<file path="src/rtl/timer_pkg.sv">
// Shared types and widths for the timer/PWM compare controller.
// Pure definitions; no logic, no latency, no flow control.
package timer_pkg;

  localparam int CNT_W        = 8;
  localparam int NUM_COMP_DEF = 3;

  typedef enum logic [0:0] {
    IDLE = 1'b0,
    RUN  = 1'b1
  } state_t;

  typedef logic [NUM_COMP_DEF-1:0][CNT_W-1:0] cmp_arr_t;

endpackage

</file>
<file path="src/rtl/timer_prescaler.sv">
// Prescale divider: tick is combinational from the registered count, one pulse per prescale+1 cycles.
// No backpressure; clear forces the count to 0 on the next edge and overrides run.
module timer_prescaler
  import timer_pkg::*;
(
  input  logic             pclk,
  input  logic             presetn,
  input  logic             run,
  input  logic             clear,
  input  logic [CNT_W-1:0] prescale,
  output logic             tick
);

  logic [CNT_W-1:0] cnt;

  assign tick = run && (cnt == prescale);

  // A prescale lowered below the live count lets cnt wrap through 255 before it matches again.
  always_ff @(posedge pclk or negedge presetn) begin
    if (!presetn) begin
      cnt <= '0;
    end else if (clear) begin
      cnt <= '0;
    end else if (run) begin
      cnt <= tick ? '0 : cnt + 1'b1;
    end
  end

endmodule

</file>
<file path="src/rtl/timer_ctrl.sv">
// Run/stop sequencer, prescaled counter, double-buffered compares and sticky flags for the PWM block.
// All outputs registered, one pclk after the causing event; no backpressure, pulses are consumed at once.
module timer_ctrl
  import timer_pkg::*;
#(
  parameter int NUM_COMP = 3
) (
  input  logic                               pclk,
  input  logic                               presetn,
  input  logic                               start,
  input  logic                               stop,
  input  logic                               oneshot,
  input  logic [CNT_W-1:0]                   prescale,
  input  logic [CNT_W-1:0]                   period,
  input  logic [NUM_COMP-1:0][CNT_W-1:0]     match_value_in,
  input  logic                               upd_req,
  input  logic [NUM_COMP-1:0]                flag_clr,
  input  logic                               ovf_clr,
  output logic                               en,
  output logic [CNT_W-1:0]                   counter_value,
  output logic [NUM_COMP-1:0][CNT_W-1:0]     match_value,
  output logic [NUM_COMP-1:0]                flag,
  output logic                               ovf_flag,
  output logic                               upd_pending
);

  state_t                           state;
  logic [NUM_COMP-1:0][CNT_W-1:0]   shadow;
  logic [NUM_COMP-1:0]              hit;
  logic                             tick_raw;
  logic                             tick;
  logic                             wrap;
  logic                             go;
  logic                             apply;

  timer_prescaler u_prescaler (
    .pclk     (pclk),
    .presetn  (presetn),
    .run      (state == RUN),
    .clear    ((state != RUN) || stop),
    .prescale (prescale),
    .tick     (tick_raw)
  );

  // stop outranks everything on its cycle, including a coinciding tick
  assign tick  = tick_raw && !stop;
  assign wrap  = tick && (counter_value == period);
  assign go    = (state == IDLE) && start && !stop;
  assign apply = upd_pending && (go || wrap);
  assign en    = (state == RUN);

  always_comb begin
    hit = '0;
    for (int i = 0; i < NUM_COMP; i++) begin
      hit[i] = tick && (counter_value == match_value[i]);
    end
  end

  always_ff @(posedge pclk or negedge presetn) begin
    if (!presetn) begin
      state         <= IDLE;
      counter_value <= '0;
    end else if (state == IDLE) begin
      counter_value <= '0;
      if (go) state <= RUN;
    end else if (stop) begin
      state         <= IDLE;
      counter_value <= '0;
    end else if (wrap) begin
      counter_value <= '0;
      if (oneshot) state <= IDLE;
    end else if (tick) begin
      counter_value <= counter_value + 1'b1;
    end
  end

  always_ff @(posedge pclk or negedge presetn) begin
    if (!presetn) begin
      flag     <= '0;
      ovf_flag <= 1'b0;
    end else begin
      flag     <= (flag & ~flag_clr) | hit;
      ovf_flag <= (ovf_flag & ~ovf_clr) | wrap;
    end
  end

  // An idle write goes straight to active and supersedes any shadow left behind by a stop.
  always_ff @(posedge pclk or negedge presetn) begin
    if (!presetn) begin
      match_value <= '0;
      shadow      <= '0;
      upd_pending <= 1'b0;
    end else if ((state == IDLE) && upd_req) begin
      match_value <= match_value_in;
      upd_pending <= 1'b0;
    end else begin
      if (apply) begin
        match_value <= shadow;
      end
      if ((state == RUN) && upd_req) begin
        shadow      <= match_value_in;
        upd_pending <= 1'b1;
      end else if (apply) begin
        upd_pending <= 1'b0;
      end
    end
  end

endmodule
</file>
<file path="config.mk">
export PLATFORM = sky130hd
export DESIGN_NAME = timer_ctrl
export DESIGN_NICKNAME = d
export VERILOG_FILES = /design/src/rtl/timer_pkg.sv /design/src/rtl/timer_prescaler.sv /design/src/rtl/timer_ctrl.sv
export SDC_FILE = /design/constraint.sdc
export NUM_CORES = 1
export LEC_CHECK = 0
export BUFFER_PORTS_ARGS = -buffer_cell sky130_fd_sc_hd__buf_2
export CORE_AREA = 2 2 85 87
export DETAILED_ROUTE_END_ITERATION = 10
export DIE_AREA = 0 0 87 89
export PLACE_DENSITY = 0.79
export SKIP_LAST_GASP = 1
export SYNTH_ARGS = -nofsm -noshare
export SYNTH_HDL_FRONTEND = slang
export SYNTH_SLANG_ARGS = --single-unit
</file>
<file path="constraint.sdc">
create_clock -name pclk -period 2.8 [get_ports pclk]
set_clock_uncertainty 0.05 [all_clocks]
set_input_delay 0.42 -clock pclk [delete_from_list [all_inputs] [get_ports pclk]]
set_output_delay 0.42 -clock pclk [all_outputs]
set_load 0.01 [all_outputs]
</file>
Yosys cells after proc, flatten, opt, wreduce, memory -nomap -nowiden
Index checks and enable logic that the tools add are counted.
Storage, ports and cells
  bits in registers: 70
  input port bits: 50
  output and inout port bits: 38
  word-level logic and storage cells: 63
Operators by class
  add/sub/neg operators: 2
  equal/unequal tests: 6
  muxes and demuxes: 17
  bitwise operators: 8
  reduce and logical (&&, ||, !) cells: 18
Operators by type and width (number)
  $mux W8: 7
  $mux W24: 2
  $eq A8 B8 Y1: 5
  $add A8 B1 Y8 const B: 2
  $logic_and A1 B1 Y1: 11
  $mux W1: 8
  $ne A4 B2 Y1 const B: 1
  $reduce_bool A2 Y1: 2
  $and A3 B3 Y3: 1
  $not A1 Y1: 3
  $not A3 Y3: 1
  $or A3 B3 Y3: 1
  $reduce_bool A3 Y1: 1
  $logic_or A1 B1 Y1: 2
  $reduce_and A2 Y1: 1
  $and A1 B1 Y1: 1
  $logic_not A1 Y1: 1
  $or A1 B1 Y1: 1

Longest topological paths before layout
Gate-level depths: netlist of run 1.
  depth in word-level cells: 9
  mapped depth: 7
  depth with buffers taken out: 5

By module
A second synthesis of run 1 with hierarchy kept.
Unflattened totals
  cell total of the unflattened synthesis: 319
  area, all modules: 3595.9 um2
Modules (own cells, without submodules)
  timer_ctrl: times used 1, cells an instance 268, area an instance 3075.4 um2, sequential area each 1551.5 um2
  timer_prescaler: times used 1, cells an instance 51, area an instance 520.5 um2, sequential area each 200.2 um2

Least setup slack after synthesis of run 1
Ideal clock, no wire load.
  path kind: reg-to-reg
  from: register counter_value[1]
  to: register match_value[0] (netlist bit)
  library setup time: 0.127 ns
  arrival: 1.979 ns
  data required time: 2.623 ns
  setup slack: 0.643 ns
  stages on the path, launching flop included: 8
  path buffers: 2
  period minus slack after synthesis: 2.157 ns
  cell sequence: dfrtp_1 clkbuf_1 xor2_1 nor4_4 nand3_1 o21ai_4 buf_6 mux2_1
On the way
  word-level cells in the longest chain between the ends: 5
Ends and longest elaborated chain
  from (decl): line timer_ctrl.sv:20  | output logic [CNT_W-1:0] counter_value,
  from (signal assigned): line timer_ctrl.sv:73  | counter_value <= counter_value + 1'b1;
  $eq A8 B8 Y1: line timer_ctrl.sv:47  | assign wrap = tick && (counter_value == period);
  $logic_and A1 B1 Y1: line timer_ctrl.sv:47
  $logic_or A1 B1 Y1: line timer_ctrl.sv:49  | assign apply = upd_pending && (go || wrap);
  $logic_and A1 B1 Y1: line timer_ctrl.sv:49
  $reduce_bool A2 Y1 (no source line)
  to (signal assigned): line timer_ctrl.sv:94  | match_value <= match_value_in;
  to (signal assigned): line timer_ctrl.sv:98  | match_value <= shadow;
  to (decl): line timer_ctrl.sv:21  | output logic [NUM_COMP-1:0][CNT_W-1:0] match_value,
No other way between the ends.
A chain may end at the register's enable or synchronous reset.

Worst setup path in the final report of run 1
  from: register u_prescaler.cnt[0]
  to: register match_value[20] (netlist bit)
On the way
  word-level cells in the longest chain between the ends: 7
Ends and longest elaborated chain
  from (decl): line timer_prescaler.sv:14  | logic [CNT_W-1:0] cnt;
  from (signal assigned): line timer_prescaler.sv:25  | cnt <= tick ? '0 : cnt + 1'b1;
  $eq A8 B8 Y1: line timer_prescaler.sv:16  | assign tick = run && (cnt == prescale);
  $logic_and A1 B1 Y1: line timer_prescaler.sv:16
  $logic_and A1 B1 Y1: line timer_ctrl.sv:46  | assign tick = tick_raw && !stop;
  $logic_and A1 B1 Y1: line timer_ctrl.sv:47
  $logic_or A1 B1 Y1: line timer_ctrl.sv:49
  $logic_and A1 B1 Y1: line timer_ctrl.sv:49
  $reduce_bool A2 Y1 (no source line)
No other way between the ends.

==> flow_summary.toml, run 1 <==
[drt]
antenna_left = 0
viasPerCell = 5.41
wl_met1_mm = 3.22
vias = 2580
first_iter_violations = 105
wl_met2_mm = 4.08
routed_wl_mm = 7.83
firstDrtPassIters = 4
wl_met3_um = 411
wl_per_cell_um = 16.4
drc = 0
highest_layer = "met4"

[finish]
antenna_cells = 0
final_cell_count_no_fill = 477
fillers = 545
syn2layout_area_growth_pct = 20.3
layout.nets = 445
drive_gt1_share_pct = 43.6

[die]
core_region_area_um2 = 6720
die_height_um = 89
dieArea_um2 = 7740
start_util_pct = 53.8
io_pins = 88
die_w_um = 87
row_count = 30

[run_status]
outcome = "finished, final reports clean"

[global_routing]
antenna_found_initial = 0
grt_pass1_wl_mm = 12.8
grtUsageTotal_pct = 21.8
grt_overflow = 0
grt_pass1_vias = 2724
grt_max_degree = 36

[timing]
fin_crit_sh_pct = 85.4
period_minus_slack_ps = 2390
rsz0062_at_grt = "no"
slew_viol_final = 0
holdWs_ps = 221
hold_viol = 0
finalSetupTns_ps = 0
tightest_slew_ps = 432
max_freq_mhz = 418
maxSlewHeadroom_pct = 70.9
setup_viol = 0

[power_and_ir_drop]
swShare_pct = 28.2
p_seq_share_pct = 48.8
power_density_nw_per_um2 = 625
p_int_w = 0.00195
irDropWorstVdd_mv = 0.351
pwr-share-comb_pct = 22.1
pwr-share-clk_pct = 29.1
p_leak_nw = 1.96
p_sw_w = 0.000767
p_total_w = 0.00272

[yosys]
yosysWarnings = 0
syn_inst = 300
synth.net_count = 352
synth_fa_ha_area_share_pct = 0.693
avgSynthCellArea_um2 = 12.0
yosysUniqueCellTypes = 32
synth_area_um2 = 3610
yosysSeqAreaShare_pct = 48.5
synth_top_family_by_area = "multiplexers"
synth.area.top_cells = "dfrtp_1 48%, mux2_2 16%, mux2_1 6.2%"
synth_compound_area_share_pct = 4.22
yosys.area_share.xor_xnor_pct = 11.1
synth_simple_gate_area_share_pct = 10.1
yosysTopAreaCell = "dfrtp_1"
synth_mux_area_share_pct = 22.4
synth-seq-cells = 70
yosys.area.top_type_share_pct = 48.5

[clock_network]
cts_setup_buffers = 0
worstSkewPairLatency_ps = 340
cts_tree = "built"
holdBufCountCts = 1
htree_levels = 3
cts_buffer_depth = 2
clk_pin_slew_worst_paths_ps = 70
cts_root_buf = "clkbuf_8"
clock_sink_count = 70
cts_resized = 0
cts_buffers = 9

[placed_design]
portBuffers = 87
place_inst = 461
dp_hpwl_mm = 5.81
place_congestion = 0.833

[min_path]
hold_class = "in2reg"

[critical_path]
critPathMaxFanout = 24
crit_type = "reg2reg"
endpoint_kind = "register"
max_stage_delay_ps = 450
cp.arrival_ps = 2550
required_ps = 2960
crit_path_top_delay_cell = "dfrtp_1"
start_kind = "register"
crit_family = "simple AND/OR/NAND/NOR gates"
crit_buf_inv = 1
critical_path.cell_chain = "xor2_1, nor4_2, nand3_2, o21ai_4, buf_4, mux2_1"

[flow_run]
maxCapViolations = 0
==> layout make-up <==
type	instances	area (um^2)	share of cell area, %
multi-input combinational	208	1760	40.4
sequential	70	1750	40.3
timing repair buffer	100	536	12.3
clock buffer	11	141	3.25
tap	80	100	2.30
clock inverter	4	47.5	1.09
inverter	4	15.0	0.345
==> synth_stat cells <==
cell and count:
a21oi_1 8, and3_1 4, buf_2 6, buf_6 2, clkbuf_1 10, dfrtp_1 70, ha_1 2, inv_1 4
mux2_1 20, mux2_2 52, nand2_1 15, nand2b_1 2, nand3_1 14, nand3_2 1, nand4_1 6, nand4b_1 1
nor2_1 10, nor2b_1 1, nor3_1 1, nor4_2 3, nor4_4 1, o211ai_1 1, o21ai_0 2, o21ai_4 1
o21bai_1 1, o22ai_1 6, o31ai_1 1, o32ai_1 3, or2_2 2, or3_1 4, xnor2_1 25, xor2_1 21
==> stage by stage <==
step / setup slack [ps] / util, % / cell area [um^2]
global placement: 336 / 61.8 / 4150
detailed placement: 296 / 61.8 / 4150
global route: 229 / 64.7 / 4350
finish: 409 / 64.7 / 4350
CTS: 390 / 64.7 / 4350
floorplan: 643 / - / 3610
==> cells in the final DEF, fill, tap and decap left out, types with 6 or more instances in the layout <==
cell	n
buf_2	87
nand4_1	6
buf_4	12
o22ai_1	6
xnor2_1	25
a21oi_1	8
xor2_1	21
nand3_1	14
mux2_1	20
nor2_1	10
nand2_1	15
dfrtp_1	70
clkbuf_8	10
mux2_2	52
==> flip-flops by register name, indices dropped and copies added (netlist names) <==
register         cells
upd_pending          1
ovf_flag             1
en                   1
match_value         24
counter_value        8
u_prescaler.cnt      8
flag                 3
shadow              24
==> cell families after synthesis <==
logic type,after synthesis
compound gates,23
xor+xnor,46
buf+inv,22
fa+ha+maj,2
flops,70
simple gates,65
mux,72
==> layer usage <==
layer	vias to the layer above	GRT usage (%)
met5	-	0
met3	12	4.43
li1	1236	-
met2	85	37.4
met1	1247	26.8
met4	0	9.23
==> power by group through the flow <==
stage | registers (W) | logic [W] | clock network (W)
2_1_floorplan | 0.00135 | 0.000342 | 0
3_3_place_gp | 0.00134 | 0.000587 | 0
3_5_place_dp | 0.00135 | 0.000606 | 0
4_1_cts | 0.00133 | 0.000612 | 0.000806
5_1_grt | 0.00134 | 0.000667 | 0.000850
6_report | 0.00133 | 0.000601 | 0.000791
==> worst paths after layout <==
kind                                     from                  to  slack [ps]  depth (start not counted)
min                                   ovf_clr            ovf_flag         220                          2
max in group asynchronous             presetn     match_value[22]        1730                          3
max                        u_prescaler.cnt[0]     match_value[20]         410                          6
max reg2reg                u_prescaler.cnt[0]     match_value[20]         410                          6
min in group asynchronous             presetn  u_prescaler.cnt[7]         350                          2
min reg2reg                        shadow[13]          shadow[13]         450                          1
Note: power is estimated with default switching activity, not from simulation.
==> run 2: changes to the inputs <==
--- a/config.mk
+++ b/config.mk
@@ -6,11 +6,12 @@
 export NUM_CORES = 1
 export LEC_CHECK = 0
 export BUFFER_PORTS_ARGS = -buffer_cell sky130_fd_sc_hd__buf_2
-export CORE_AREA = 2 2 85 87
+export CORE_AREA = 2 2 90 83
 export DETAILED_ROUTE_END_ITERATION = 10
-export DIE_AREA = 0 0 87 89
+export DIE_AREA = 0 0 92 85
 export PLACE_DENSITY = 0.79
 export SKIP_LAST_GASP = 1
 export SYNTH_ARGS = -nofsm -noshare
 export SYNTH_HDL_FRONTEND = slang
 export SYNTH_SLANG_ARGS = --single-unit
+export TNS_END_PERCENT = 20
==> flow_summary.toml, run 2 (synthesis gave the netlist of run 1 again) <==
[run_status]
outcome = "finished, final reports clean"

[drt]
first_iter_violations = 145
viasPerCell = 5.45
firstDrtPassIters = 4
routed_wl_mm = 8.21
drc = 0
antenna_left = 0
wl_per_cell_um = 16.7
vias = 2674

[finish]
final_cell_mix = "87 x buf_2, 70 x dfrtp_1, 52 x mux2_2"
final_cell_count_no_fill = 491
largest_registers = "match_value: 24 flops, shadow: 24 flops"
layout.nets = 446
final_common_cell = "buf_2"
drive_gt1_share_pct = 43.5
antenna_cells = 0
fin_util_pct = 63.8
syn2layout_area_growth_pct = 21.7

[clock_network]
cts_resized = 0
clock_sink_count = 70
cts_buffer_depth = 2
cts_setup_buffers = 0
cts_root_buf = "clkbuf_8"
worstSkewPairLatency_ps = 350
clk_pin_slew_worst_paths_ps = 80
htree_levels = 3
cts_tree = "built"
holdBufCountCts = 1
cts_buffers = 9

[timing]
max_freq_mhz = 405
maxSlewHeadroom_pct = 70.0
period_minus_slack_ps = 2470
slew_viol_final = 0
setup_viol = 0
fin_crit_sh_pct = 88.2
finalSetupTns_ps = 0
tightest_slew_ps = 447
rsz0062_at_grt = "no"
hold_viol = 0

[min_path]
hold_class = "in2reg"
min_path_cells = 2

[die]
die_w_um = 92
core_region_area_um2 = 6890
die_height_um = 85
io_pins = 88
start_util_pct = 52.4
dieArea_um2 = 7820
row_count = 29

[power_and_ir_drop]
p_leak_nw = 1.97
power_density_nw_per_um2 = 637
irDropWorstVdd_mv = 0.451

[critical_path]
cp.arrival_ps = 2650
required_ps = 2980
critPathMaxFanout = 17
rrSetupSlack_ps = 330
crit_type = "reg2reg"
reg2reg_depth = 6
endpoint_kind = "register"
critical_path.cell_chain = "xor2_1, nor4_2, nand3_1, o21ai_4, buf_12, mux2_1"
start_kind = "register"
crit_path_top_delay_cell = "dfrtp_1"
max_stage_delay_ps = 540

[global_routing]
grt_overflow = 0
grt_pass1_wl_mm = 13.8
grt_max_degree = 32
antenna_found_initial = 0
grtUsageTotal_pct = 22.9
grt_pass1_vias = 2737

[flow_run]
maxCapViolations = 0

[placed_design]
place_inst = 475
place_congestion = 0.856
dp_hpwl_mm = 5.95
portBuffers = 87
-- run 2: where the power goes --
| group | switching (W) | total (W) | internal, W | leakage (nW) |
|---|---|---|---|---|
| Clock | 0.000376 | 0.000872 | 0.000496 | 0.0994 |
| Sequential | 0.000141 | 0.00132 | 0.00118 | 0.871 |
| Combinational | 0.000264 | 0.000609 | 0.000345 | 1.00 |
| Total | 0.000781 | 0.00280 | 0.00202 | 1.97 |
-- run 2: cell type report --
cell class	instances	area, um^2
flip-flops and latches	70	1750
fillers	589	2490
inverters	4	15.0
clock inverters	4	72.6
clock buffers	11	131
multi-input cells	208	1760
well taps	93	116
repair buffers	101	556
-- run 2: path summary, 6_finish.rpt --
check,start,end
hold / removal,ovf_clr,ovf_flag
setup / recovery,counter_value[3],match_value[10]
setup reg to reg,counter_value[3],match_value[10]
min in group asynchronous,presetn,shadow[10]
max in group asynchronous,presetn,shadow[7]
hold reg to reg,shadow[19],shadow[19]
-- run 2: routing by layer --
layer / vias to the layer above / global-route usage (%) / share of wire, %
met2: 113 / 34.7 / 46
met5: - / 0 / 0
met4: 0 / 9.36 / 1.9
li1: 1253 / - / -
met3: 15 / 4.80 / 7.6
met1: 1293 / 32.4 / 45
-- run 2: per-stage QoR --
stage          hold slack [ps]  worst slack [ps]  total power [W]  area (um^2)
2_1_floorplan             74.4               643          0.00169         3610
3_3_place_gp               269               398          0.00193         4190
3_5_place_dp               272               337          0.00195         4190
4_1_cts                    191               328          0.00283         4400
5_1_grt                    211               194          0.00295         4400
6_report                   203               330          0.00280         4400
-- run 2: critical path, delay by kind of cell, from the launching register on --
kind | cells | cell delay (ps)
AND/OR/NAND/NOR | 2 | 600
buffers and inverters | 1 | 210
XOR/XNOR | 1 | 240
AO/OA/AOI/OAI | 1 | 360
multiplexers | 1 | 340
flip-flops | 1 | 540
